## src/rtl/toggle_sequencer_if.sv

```systemverilog
// Control/observe bundle between bench-side sequencing logic and the toggle sequencer.
// The master side drives the sequence request; the slave side generates the signal.
interface toggle_sequencer_if #(
  parameter int CNT_W = 16,
  parameter int PER_W = 8
);
  logic             start;
  logic             abort;
  logic             init_level;
  logic [PER_W-1:0] period;
  logic [CNT_W-1:0] n_toggles;
  logic             sig;
  logic             sig_q;
  logic             busy;
  logic             done;
  logic [CNT_W-1:0] toggles_done;
  logic [CNT_W-1:0] rise_cnt;

  modport master (
    output start, abort, init_level, period, n_toggles,
    input  sig, sig_q, busy, done, toggles_done, rise_cnt
  );

  modport slave (
    input  start, abort, init_level, period, n_toggles,
    output sig, sig_q, busy, done, toggles_done, rise_cnt
  );
endinterface

```

## src/rtl/toggle_sequencer.sv

```systemverilog
// Programmable toggle generator: start level, period, toggle count, with a
// one-cycle delayed copy of the signal and a rising-edge observer.
module toggle_sequencer #(
  parameter int CNT_W = 16,
  parameter int PER_W = 8
) (
  input  logic                clk,
  input  logic                rst_n,
  toggle_sequencer_if.slave   bus
);

  typedef enum logic [1:0] {IDLE = 2'd0, RUN = 2'd1, DONE = 2'd2} state_e;

  state_e           state_q, state_d;
  logic             lvl_q, lvl_d;
  logic             dly_q;
  logic [PER_W-1:0] phase_q, phase_d;
  logic [PER_W-1:0] per_q, per_d;
  logic [CNT_W-1:0] n_q, n_d;
  logic [CNT_W-1:0] tog_q, tog_d;
  logic [CNT_W-1:0] rise_q, rise_d;
  logic             due;
  logic [CNT_W-1:0] tog_inc;

  assign due     = (phase_q == per_q - PER_W'(1));
  assign tog_inc = tog_q + CNT_W'(1);

  always_comb begin
    state_d = state_q;
    lvl_d   = lvl_q;
    phase_d = phase_q;
    per_d   = per_q;
    n_d     = n_q;
    tog_d   = tog_q;
    rise_d  = rise_q;
    unique case (state_q)
      IDLE: begin
        // start wins over a coincident abort; abort has no meaning here
        if (bus.start) begin
          per_d   = (bus.period == '0) ? PER_W'(1) : bus.period;
          n_d     = bus.n_toggles;
          lvl_d   = bus.init_level;
          tog_d   = '0;
          rise_d  = '0;
          phase_d = '0;
          state_d = (bus.n_toggles == '0) ? DONE : RUN;
        end
      end
      RUN: begin
        // abort suppresses a toggle that falls due in the same cycle
        if (bus.abort) begin
          state_d = IDLE;
        end else if (due) begin
          lvl_d   = ~lvl_q;
          tog_d   = tog_inc;
          phase_d = '0;
          if (!lvl_q) rise_d = rise_q + CNT_W'(1);
          if (tog_inc == n_q) state_d = DONE;
        end else begin
          phase_d = phase_q + PER_W'(1);
        end
      end
      DONE:    state_d = IDLE;
      default: state_d = IDLE;
    endcase
  end

  always_ff @(posedge clk or negedge rst_n) begin
    if (!rst_n) begin
      state_q <= IDLE;
      lvl_q   <= 1'b0;
      dly_q   <= 1'b0;
      phase_q <= '0;
      per_q   <= '0;
      n_q     <= '0;
      tog_q   <= '0;
      rise_q  <= '0;
    end else begin
      state_q <= state_d;
      lvl_q   <= lvl_d;
      dly_q   <= lvl_q;
      phase_q <= phase_d;
      per_q   <= per_d;
      n_q     <= n_d;
      tog_q   <= tog_d;
      rise_q  <= rise_d;
    end
  end

  assign bus.sig          = lvl_q;
  assign bus.sig_q        = dly_q;
  assign bus.busy         = (state_q == RUN);
  assign bus.done         = (state_q == DONE);
  assign bus.toggles_done = tog_q;
  assign bus.rise_cnt     = rise_q;

endmodule

```

## src/flat_wrapper.sv

```systemverilog
// flat-port wrapper written by rule: the top's interface ports become plain ports
module toggle_sequencer_flat 
#(
  parameter int CNT_W = 16,
  parameter int PER_W = 8
)
  (clk, rst_n, bus_start, bus_abort, bus_init_level, bus_period, bus_n_toggles, bus_sig, bus_sig_q, bus_busy, bus_done, bus_toggles_done, bus_rise_cnt);
  toggle_sequencer_if #(.CNT_W(CNT_W), .PER_W(PER_W)) bus_i ();
  input  logic clk;
  input  logic rst_n;
  input wire logic [$bits(bus_i.start)-1:0] bus_start;
  input wire logic [$bits(bus_i.abort)-1:0] bus_abort;
  input wire logic [$bits(bus_i.init_level)-1:0] bus_init_level;
  input wire logic [$bits(bus_i.period)-1:0] bus_period;
  input wire logic [$bits(bus_i.n_toggles)-1:0] bus_n_toggles;
  output wire logic [$bits(bus_i.sig)-1:0] bus_sig;
  output wire logic [$bits(bus_i.sig_q)-1:0] bus_sig_q;
  output wire logic [$bits(bus_i.busy)-1:0] bus_busy;
  output wire logic [$bits(bus_i.done)-1:0] bus_done;
  output wire logic [$bits(bus_i.toggles_done)-1:0] bus_toggles_done;
  output wire logic [$bits(bus_i.rise_cnt)-1:0] bus_rise_cnt;
  assign bus_i.start = bus_start;
  assign bus_i.abort = bus_abort;
  assign bus_i.init_level = bus_init_level;
  assign bus_i.period = bus_period;
  assign bus_i.n_toggles = bus_n_toggles;
  assign bus_sig = bus_i.sig;
  assign bus_sig_q = bus_i.sig_q;
  assign bus_busy = bus_i.busy;
  assign bus_done = bus_i.done;
  assign bus_toggles_done = bus_i.toggles_done;
  assign bus_rise_cnt = bus_i.rise_cnt;
  toggle_sequencer #(.CNT_W(CNT_W), .PER_W(PER_W)) u_core (.clk(clk), .rst_n(rst_n), .bus(bus_i));
endmodule
```

## config.mk

```make
export PLATFORM = sky130hd
export DESIGN_NAME = toggle_sequencer_flat
export DESIGN_NICKNAME = d
export VERILOG_FILES = /design/src/rtl/toggle_sequencer_if.sv /design/src/rtl/toggle_sequencer.sv /design/src/flat_wrapper.sv
export SDC_FILE = /design/constraint.sdc
export NUM_CORES = 1
export LEC_CHECK = 0
export ABC_AREA = 1
export CAP_MARGIN = 20
export CORE_AREA = 2 2 100 102
export CTS_CLUSTER_SIZE = 8
export DETAILED_ROUTE_END_ITERATION = 7
export DIE_AREA = 0 0 102 104
export GPL_TIMING_DRIVEN = 1
export PLACE_DENSITY = 0.66
export SLEW_MARGIN = 20
export SYNTH_ARGS = -nofsm -noshare
export SYNTH_HDL_FRONTEND = slang
export SYNTH_SLANG_ARGS = --single-unit
```

## constraint.sdc

```tcl
create_clock -name clk -period 2.6 [get_ports clk]
set_input_delay 0.52 -clock clk [delete_from_list [all_inputs] [get_ports clk]]
set_output_delay 0.52 -clock clk [all_outputs]
set_load 0.03 [all_outputs]
```

==> results.json <==
{
  "cts_max_level": 3,
  "placed_cells": 729,
  "path_max_fanout": 15,
  "gp_congestion": 0.829,
  "synth-edff-count": 0,
  "ios": 65,
  "ctsResizeCount": 0,
  "slowest_stage": "dfrtp_1",
  "io_buffer_count": 64,
  "fin_crit_sh_pct": 92.8,
  "clock_sinks": 68,
  "pwr_density_cell_nw_per_um2": 870,
  "antenna_found_initial": 0,
  "wl_met1_mm": 4.40,
  "cp.required_ns": 2.08,
  "critPathLaunchType": "register",
  "maxSlewViolCount": 0,
  "async_flop_share_pct": 100,
  "antenna_left": 0,
  "setup_viol": 0,
  "drcViolationCount": 0,
  "drt_iter0_markers": 132,
  "numCtsBuffers": 9,
  "viasPerCell": 4.91,
  "antennaDiodeCount": 0,
  "yosysUniqueCellTypes": 40,
  "postCtsSetupBuffers": 0,
  "p_leak_nw": 2.26,
  "firstDrtPassIters": 5,
  "initial_core_util_pct": 44.1,
  "syn_area_um2": 4210,
  "vias": 3657,
  "hold_viol_final": 0,
  "synth_cells": 540,
  "syn_to_final_growth_pct": 23.4,
  "worstSkewPairLatency_ns": 0.35,
  "dp_hpwl_mm": 7.31,
  "topRoutingLayerUsed": "met4",
  "cp_cell_sequence": "inv_1 -> nand2_2 -> inv_1 -> buf_4 -> buf_4",
  "criticalPathCategory": "reg2out",
  "drive_above_1_share_pct": 10.9,
  "end_kind": "output pin",
  "grt_use_total_pct": 20.0,
  "nets": 640,
  "grt_pass1_vias": 3665,
  "grt_max_degree": 57,
  "peakVddDrop_mv": 0.512,
  "cts_tree": "built",
  "rsz0062_at_grt": "no",
  "fmax_ghz": 0.415,
  "met3_length_um": 340,
  "synth_nets": 573,
  "holdBufCountCts": 0,
  "grt_pass1_wl_mm": 16.9,
  "die_area_um2": 10600,
  "synth_seq_cells": 68,
  "synth_ff_type": "dfrtp_1",
  "hp-class": "in2async",
  "die_height_um": 104,
  "fin_setup_tns_ns": 0,
  "worstPathArrival_ns": 1.89,
  "min_period_ns": 2.41,
  "die_w_um": 102,
  "seq_area_frac_synth_pct": 40.4,
  "clockBufferDepth": 2,
  "gr-total-overflow": 0,
  "num_rows": 36,
  "wl_met2_mm": 4.92,
  "coreArea_um2": 9550,
  "final_cell_mix": "nand2_1, dfrtp_1, clkdlybuf4s50_1",
  "slew_headroom_pct": 68.5,
  "layout_commonest_cell": "nand2_1",
  "status": "completed",
  "max_stage_delay_ns": 0.39,
  "layout.cells.non_filler": 745,
  "root_buffer": "clkbuf_8",
  "ff2ff_path_depth": 13,
  "cap_violations": 0,
  "ff2ff_setup_slack_ns": 0.40,
  "routedWlPerCell_um": 13.1,
  "tightest_slew_ns": 0.469,
  "fin_skew_ns": 0.0162,
  "yosys_warnings": 0,
  "syn_area_per_cell_um2": 7.80,
  "routed_wl_mm": 9.78,
  "cts.clk_slew.worst_paths_ns": 0.08
}
[layout make-up]
cell class | count | area (um2)
timing repair buffer | 72 | 718
multi-input combinational | 401 | 2200
tap | 133 | 166
clock inverter | 5 | 58.8
sequential | 68 | 1700
clock buffer | 11 | 151
inverter | 55 | 206
fill | 916 | 4350
[cells by family (layout without fill, tap and decap cells)]
| logic type | Yosys count | count (layout) | synth area share, % |
|---|---|---|---|
| adder cells (fa/ha/maj) | 4 | 4 | 1.19 |
| AND/OR/NAND/NOR | 300 | 300 | 31.2 |
| flip-flops | 68 | 68 | 40.4 |
| AO/OA/AOI/OAI | 63 | 63 | 12.0 |
| buffers and inverters | 71 | 143 | 7.45 |
| multiplexers | 7 | 7 | 1.87 |
| XOR/XNOR | 27 | 27 | 5.94 |
[flip-flops by register name (all words and copies together), names as in the netlist]
signal,cells
u_core.bus.rise_cnt,16
u_core.bus.sig,1
u_core.bus.sig_q,1
u_core.bus.toggles_done,16
u_core.n_q,16
u_core.per_q,8
u_core.phase_q,8
u_core.state_q,2
[metal layers]
| metal | GRT usage (%) | vias to the layer above |
|---|---|---|
| li1 | - | 1898 |
| met4 | 6.19 | 0 |
| met5 | 0 | - |
| met3 | 3.90 | 8 |
| met2 | 33.9 | 59 |
| met1 | 25.5 | 1692 |
[critical path, delay by kind of cell, from the launching register on]
family                 cells  cell delay (ns)
DFF                        1             0.39
and+or+nand+nor            1             0.27
buffers and inverters      4             0.89
[Yosys cell counts, types with 5 or more instances]
cell | count | area [um2]
a21oi_1 | 17 | 85.1
buf_6 | 5 | 56.3
dfrtp_1 | 68 | 1700
inv_1 | 53 | 199
mux2_2 | 7 | 78.8
nand2_1 | 162 | 608
nand3_1 | 40 | 200
nand3b_1 | 8 | 60.1
nand4_1 | 9 | 56.3
nor2_1 | 56 | 210
nor3_1 | 8 | 40.0
nor4_1 | 5 | 31.3
o21ai_0 | 15 | 75.1
o31ai_2 | 23 | 288
xnor2_1 | 7 | 61.3
xor2_1 | 19 | 166
[stage by stage]
| step | hold slack (ns) | instance area (um2) | util (%) | power, mW | worst slack [ns] |
|---|---|---|---|---|---|
| 2_1_floorplan | 0.224 | 4210 | - | 3.11 | 0.636 |
| 3_3_place_gp | 0.438 | 4990 | 52.3 | 3.59 | 0.366 |
| 3_5_place_dp | 0.438 | 4990 | 52.3 | 3.63 | 0.322 |
| 4_1_cts | 0.0660 | 5200 | 54.5 | 4.57 | 0.184 |
| 5_1_grt | 0.0720 | 5200 | 54.5 | 4.90 | 0.0292 |
| 6_report | 0.0666 | 5200 | 54.5 | 4.53 | 0.188 |
[power breakdown]
group	internal, mW	leakage (nW)	switching, mW
combinational	0.732	1.28	1.27
sequential	1.33	0.883	0.257
clock	0.497	0.102	0.435
[worst paths after layout]
kind	startpoint	endpoint
setup / recovery	u_core.state_q[1]	bus_busy
hold / removal	rst_n	u_core.per_q[6]
setup reg to reg	u_core.per_q[0]	u_core.bus.toggles_done[0]
hold reg to reg	u_core.bus.sig	u_core.bus.sig_q
max in group asynchronous	rst_n	u_core.phase_q[2]
min in group clk	u_core.bus.sig	u_core.bus.sig_q
Power figures use the tool's default switching activity.
